==> src/rtl/fifo_burst_writer.sv <==
// fifo_burst_writer: write-side packet framer for the 16-bit dual-clock FIFO.
// Groups a valid/ready sample stream into BURST_LEN-word packets, each led by
// a {SYNC, seq} header word. A packet only starts when the FIFO fill count
// guarantees the whole packet fits.
// Optional feature macro: BURST_WR_CSUM_EN appends a mod-2**WIDTH checksum
// trailer word to every packet.
module fifo_burst_writer #(
  parameter int               WIDTH     = 16,
  parameter int               ADDR_W    = 11,
  parameter int               BURST_LEN = 64,
  parameter logic [WIDTH-9:0] SYNC      = (WIDTH-8)'(8'hA5)
) (
  input  logic              wrclk,
  input  logic              aclr,
  input  logic              en,
  input  logic              s_valid,
  input  logic [WIDTH-1:0]  s_data,
  output logic              s_ready,
  input  logic              wrfull,
  input  logic [ADDR_W-1:0] wrusedw,
  output logic              wrreq,
  output logic [WIDTH-1:0]  data,
  output logic              busy,
  output logic [7:0]        pkt_seq,
  output logic              ovf_err
);

`ifdef BURST_WR_CSUM_EN
  localparam int PKT = BURST_LEN + 2;
`else
  localparam int PKT = BURST_LEN + 1;
`endif
  localparam int CAP   = (1 << ADDR_W) - 1;
  localparam int CNT_W = $clog2(BURST_LEN + 1);
  localparam int RW    = ADDR_W + 2;

  typedef enum logic [1:0] {
    IDLE,
    PAY
`ifdef BURST_WR_CSUM_EN
    , TRL
`endif
  } state_t;

  state_t             state_q, state_d;
  logic               wrreq_q, wrreq_d;
  logic [WIDTH-1:0]   data_q, data_d;
  logic               busy_q, busy_d;
  logic [7:0]         seq_q, seq_d;
  logic               ovf_q, ovf_d;
  logic [CNT_W-1:0]   cnt_q, cnt_d;
`ifdef BURST_WR_CSUM_EN
  logic [WIDTH-1:0]   csum_q, csum_d;
`endif

  // The +2 margin absorbs the lag of wrusedw behind the real fill level;
  // the sum is kept two bits wider than the count so it cannot overflow.
  logic [RW-1:0] room_sum;
  logic          room;
  assign room_sum = {2'b00, wrusedw} + RW'(PKT + 2);
  assign room     = (room_sum <= RW'(CAP));

  assign s_ready = (state_q == PAY) && !wrfull;
  assign wrreq   = wrreq_q;
  assign data    = data_q;
  assign busy    = busy_q;
  assign pkt_seq = seq_q;
  assign ovf_err = ovf_q;

  // Next-state and registered-output logic for the framer FSM.
  always_comb begin
    state_d = state_q;
    wrreq_d = 1'b0;
    data_d  = data_q;
    seq_d   = seq_q;
    ovf_d   = ovf_q;
    cnt_d   = cnt_q;
`ifdef BURST_WR_CSUM_EN
    csum_d  = csum_q;
`endif
    case (state_q)
      IDLE: begin
        // Header goes out on the start edge; the pending sample waits for PAY.
        if (en && s_valid && room && !wrfull) begin
          state_d = PAY;
          wrreq_d = 1'b1;
          data_d  = {SYNC, seq_q};
          cnt_d   = '0;
`ifdef BURST_WR_CSUM_EN
          csum_d  = '0;
`endif
        end
      end
      PAY: begin
        if (wrfull) begin
          ovf_d = 1'b1;
        end else if (s_valid) begin
          wrreq_d = 1'b1;
          data_d  = s_data;
          cnt_d   = cnt_q + 1'b1;
`ifdef BURST_WR_CSUM_EN
          csum_d  = csum_q + s_data;
          if (cnt_q == CNT_W'(BURST_LEN - 1)) begin
            state_d = TRL;
          end
`else
          if (cnt_q == CNT_W'(BURST_LEN - 1)) begin
            state_d = IDLE;
            seq_d   = seq_q + 8'd1;
          end
`endif
        end
      end
`ifdef BURST_WR_CSUM_EN
      TRL: begin
        if (wrfull) begin
          ovf_d = 1'b1;
        end else begin
          wrreq_d = 1'b1;
          data_d  = csum_q;
          state_d = IDLE;
          seq_d   = seq_q + 8'd1;
        end
      end
`endif
      default: begin
        state_d = IDLE;
      end
    endcase
    busy_d = (state_d != IDLE);
  end

  // State and output registers; reset aborts any packet in flight.
  always_ff @(posedge wrclk or negedge aclr) begin
    if (!aclr) begin
      state_q <= IDLE;
      wrreq_q <= 1'b0;
      data_q  <= '0;
      busy_q  <= 1'b0;
      seq_q   <= 8'd0;
      ovf_q   <= 1'b0;
      cnt_q   <= '0;
`ifdef BURST_WR_CSUM_EN
      csum_q  <= '0;
`endif
    end else begin
      state_q <= state_d;
      wrreq_q <= wrreq_d;
      data_q  <= data_d;
      busy_q  <= busy_d;
      seq_q   <= seq_d;
      ovf_q   <= ovf_d;
      cnt_q   <= cnt_d;
`ifdef BURST_WR_CSUM_EN
      csum_q  <= csum_d;
`endif
    end
  end

endmodule

==> config.mk <==
export PLATFORM = sky130hd
export DESIGN_NAME = fifo_burst_writer
export DESIGN_NICKNAME = d
export VERILOG_FILES = /design/src/rtl/fifo_burst_writer.sv
export SDC_FILE = /design/constraint.sdc
export NUM_CORES = 1
export LEC_CHECK = 0
export BUFFER_PORTS_ARGS = -buffer_cell sky130_fd_sc_hd__buf_2
export CORE_MARGIN = 2
export CORE_UTILIZATION = 40
export CTS_CLUSTER_SIZE = 30
export DETAILED_ROUTE_END_ITERATION = 12
export PLACE_DENSITY = 0.7
export REMOVE_ABC_BUFFERS = 1
export SYNTH_ARGS = -nofsm -noshare
export SYNTH_HDL_FRONTEND = slang
export SYNTH_SLANG_ARGS = --single-unit
==> constraint.sdc <==
create_clock -name wrclk -period 1.6 [get_ports wrclk]
set_input_delay 0.32 -clock wrclk [delete_from_list [all_inputs] [get_ports wrclk]]
set_output_delay 0.32 -clock wrclk [all_outputs]
set_load 0.01 [all_outputs]
### Word level (Yosys, flattened, before mapping)

Index checks and enable logic that the tools add are counted.

* flip-flop bits (word level): 36
* bits of input ports: 32

* add/sub/neg operators: 3
* order comparisons: 1
* multiplexer cells: 17
* bitwise logic cells: 1
* reductions and logical operators: 11
* equality and inequality tests: 5

Operator list (number)
* 16-bit 2-to-1 mux: 3
* 16-bit case mux with 2 select lines: 1
* 7-bit 2-to-1 mux: 3
* 7-bit case mux with 2 select lines: 1
* 11-bit by 7-bit adder with 12-bit output, second input constant: 1
* 12-bit by 11-bit <= comparator with 1-bit output, second input constant: 1
* 8-bit by 1-bit adder with 8-bit output, second input constant: 1
* 2-bit 2-to-1 mux: 4
* 4-bit AND reduction: 2
* 7-bit by 1-bit adder with 7-bit output, second input constant: 1
* 7-bit by 6-bit equality test with 1-bit output, second input constant: 1
* 2-bit inequality test, second input constant: 3
* 1-bit logical AND: 4
* 2-bit case mux with 2 select lines: 1
* 2-bit nonzero test: 2
* 1-bit 2-to-1 mux: 3
* 2-bit by 1-bit equality test with 1-bit output, second input constant: 1
* 2-bit zero test: 1
* 1-bit case mux with 2 select lines: 1
* 2-bit AND reduction: 1
* 1-bit zero test: 1
* 1-bit inverter: 1

### Longest topological paths before layout

* depth after elaboration: 7
* depth in mapped cells: 6

### Worst setup path before layout

OpenSTA, ideal clock, no wires.

* path kind: flip-flop to flip-flop
* start: register cnt_q[0]
* end: register seq_q[1] (netlist: pkt_seq[1])
* path buffers: 0
* arrival time: 1335 ps
* stages on the path, launching flop included: 5
* data required time: 1475 ps
* setup slack: 140 ps
* period minus slack after synthesis: 1460 ps
* cells stage by stage: dfrtp_1 > ha_1 > nand4bb_1 > nor3_2 > mux2_2

* longest elaborated chain between the ends: 2

RTL lines
* start, declared: RTL line 51 `logic [CNT_W-1:0] cnt_q, cnt_d;`
* start signal, assigned: RTL line 153 `cnt_q <= cnt_d;`
* 7-bit by 6-bit equality test with 1-bit output: RTL line 107 `if (cnt_q == CNT_W'(BURST_LEN - 1)) begin`
* 4-bit AND reduction (no line)
* end signal, assigned: RTL line 151 `seq_q <= seq_d;`
* end, declared: RTL line 49 `logic [7:0] seq_q, seq_d;`

No other way between the ends.
A chain may end at the register's enable or synchronous reset.

### Worst setup path in the final report

Ends and elaborated chain as after synthesis.

==> run metrics <==
Peak VDD IR 0.499 mV; list of most frequent post-synthesis cells 36 x dfrtp_1, 18 x nor2_1, 14 x nand2_1; Slowest Stage Delay on Critical Path 360 ps; Clk Latency, worst-skew pair 290 ps; overall power 0.00218 W; multi-input logic area 679 um^2; Register Area 901 um^2; DP HPWL 2570 um; Ports 60; Flop pwr share 0.484; final cycle utilization of the critical path 0.966; Tmin final 1550 ps; vias 1374; synth top area cells dfrtp_1 57%, xnor2_1 4.4%, nor2_1 4.2%; Initial Util 0.426; Leakage 1.10 nW; CP Cell Sequence ha_2 > nand4bb_1 > buf_4 > nor3_4 > buf_6 > mux2_2; switching share of power 0.246; vias per cell 5.00; power per cell area 981 nW/um^2; die height 67.1 um; area fraction of the dominant cell type after synthesis 0.565; CP required 1780 ps; P_int 0.00165 W; # hold bufs at CTS 0; Mapped Area 1590 um^2; Initial DRC Count 66; post-synth top area cell dfrtp_1; Ys Warns 0; Post-DP Area 2070 um^2; Tightest Hold Check Type in -> async; area grow syn2layout 39.6%; library cells used by synthesis 30; Die W 67.1 um; Hold Violations, Final 0; Pre-antenna DRT Iters 4; r2r worst-path depth 6; max cap viols 0; Comb pwr share 0.154; die area 4510 um^2; Port Buffers 59; first-pass GRT wire length 5640 um; Cells after Synth 144; post-route ant nets 0; share of layout cells above drive strength 1 0.432; Fmax 647 MHz; data arrival time at the worst-slack endpoint 1730 ps; Seq cells post-synth 36; clk_skew 5.68 ps; Final Slew Violations 0; Max Root-Sink Buffers 2; CTS clock-pin slew for the worst setup and hold paths 70 ps; Final Cell Area 2220 um^2; CP Class reg -> reg; main flop type after synthesis dfrtp_1; H-tree depth 2; status finished, final reports clean; # DRC 0; Post-Route WL 3630 um; # setup viols final 0; Max Fanout on Critical Path 6; initial antenna violation count 0; n_diodes 0; core area 3740 um^2; async set-reset flop share out of synthesis 1.00; vias in the first global route 1260; WL/cell 13.2 um; fin nets 260; clock group share of total power 0.363; CP max-delay cell dfrtp_1; TritonCTS Buffers 5; CTS tree done; root buffer cell clkbuf_8; unrepaired setup endpoints after global routing yes; cell with the most instances after synthesis dfrtp_1; CP Capture Type flip-flop; grt total ovfl 0; Routability Congestion 0.746; Sw Pwr 0.000536 W; Site Rows 22; largest net degree at the start of global routing 37; Post-Syn Area per Cell 11.1 um^2; sequential share of the synthesized area 0.565; clk sinks 36; Post-synth EDFFs 0; CP Launch Type flip-flop; GRT Resource Usage Total 0.173; Fill cells 332
worst paths after layout:
kind	startpoint	endpoint	slack, ps
worst min register to register	ovf_err	ovf_err	490
worst min-delay path	aclr	cnt_q[1]	50
worst max register to register	cnt_q[0]	pkt_seq[1]	50
min in group wrclk	s_data[12]	data[12]	230
worst max-delay path	cnt_q[0]	pkt_seq[1]	50
max in group asynchronous	aclr	state_q[0]	1230
cells in the final DEF (no fill, tap or decap), types with 5 or more instances in the layout:
master    netlist  routed
nand4_1         9       9
dfrtp_1        36      36
buf_2           2      59
o21ai_0         7       7
nand2b_1        9       9
xnor2_1         8       8
nand2_1        14      14
nor2_1         18      18
clkbuf_8        0       5
buf_4           0      19
routing by layer:
layer	part of all wire	up-vias	track usage
met5	0	-	0
met3	0.053	9	0.0321
li1	-	669	-
met2	0.46	41	0.275
met1	0.46	655	0.217
met4	0.026	0	0.107
worst max-delay path: cells and delay by family (launching register included):
kind	cells	cell delay [ps]
mux	1	320
simple gates	2	250
buf+inv	2	320
fa+ha+maj	1	180
flops	1	360
registers in the layout, summed over array words and instances (netlist names):
register / cells
cnt_q: 7
wrreq: 1
ovf_err: 1
busy: 1
pkt_seq: 8
state_q: 2
data: 16
through the flow:
| stage | TNS, ps | setup WS [ps] | util | std cells | hold slack, ps |
|---|---|---|---|---|---|
| 2_1_floorplan | 0 | 140 | - | 139 | 24.4 |
| 3_3_place_gp | 0 | 64.4 | 0.552 | 264 | 384 |
| 3_5_place_dp | 0 | 39.7 | 0.552 | 264 | 389 |
| 4_1_cts | 0 | 38.1 | 0.581 | 272 | 70.0 |
| 5_1_grt | -135 | -49.2 | 0.594 | 275 | 95.7 |
| 6_report | 0 | 54.4 | 0.594 | 275 | 49.1 |
cells by family after synthesis:
kind of cell | synth area share
AOI/OAI and AO/OA | 0.107
xor gates and xnor gates | 0.0659
adders and majority gates | 0.0157
buffers and inverters | 0.0228
DFF | 0.565
muxes | 0.0133
other | 0.00235
and+or+nand+nor | 0.208
power by group through the flow:
stage               registers [W]  clock network [W]  logic, W
floorplan                 0.00111                  0  0.000107
global placement          0.00107                  0  0.000327
detailed placement        0.00107                  0  0.000333
CTS                       0.00106           0.000800  0.000333
global route              0.00106           0.000843  0.000375
finish                    0.00106           0.000792  0.000335
cell type report:
cell class / instances / share of cell area
Multi-Input combinational cell: 101 / 0.305
Sequential cell: 36 / 0.405
Tap cell: 48 / 0.0270
Inverter: 2 / 0.00337
Clock inverter: 2 / 0.0157
Timing Repair Buffer: 80 / 0.211
Clock buffer: 6 / 0.0326
what timing repair did:
item                                    4_1_cts  5_1_grt
gates resized for setup                       0        5
buffers inserted                              0        3
endpoints found under the setup margin        0       12
(Power assumes the default switching activity.)
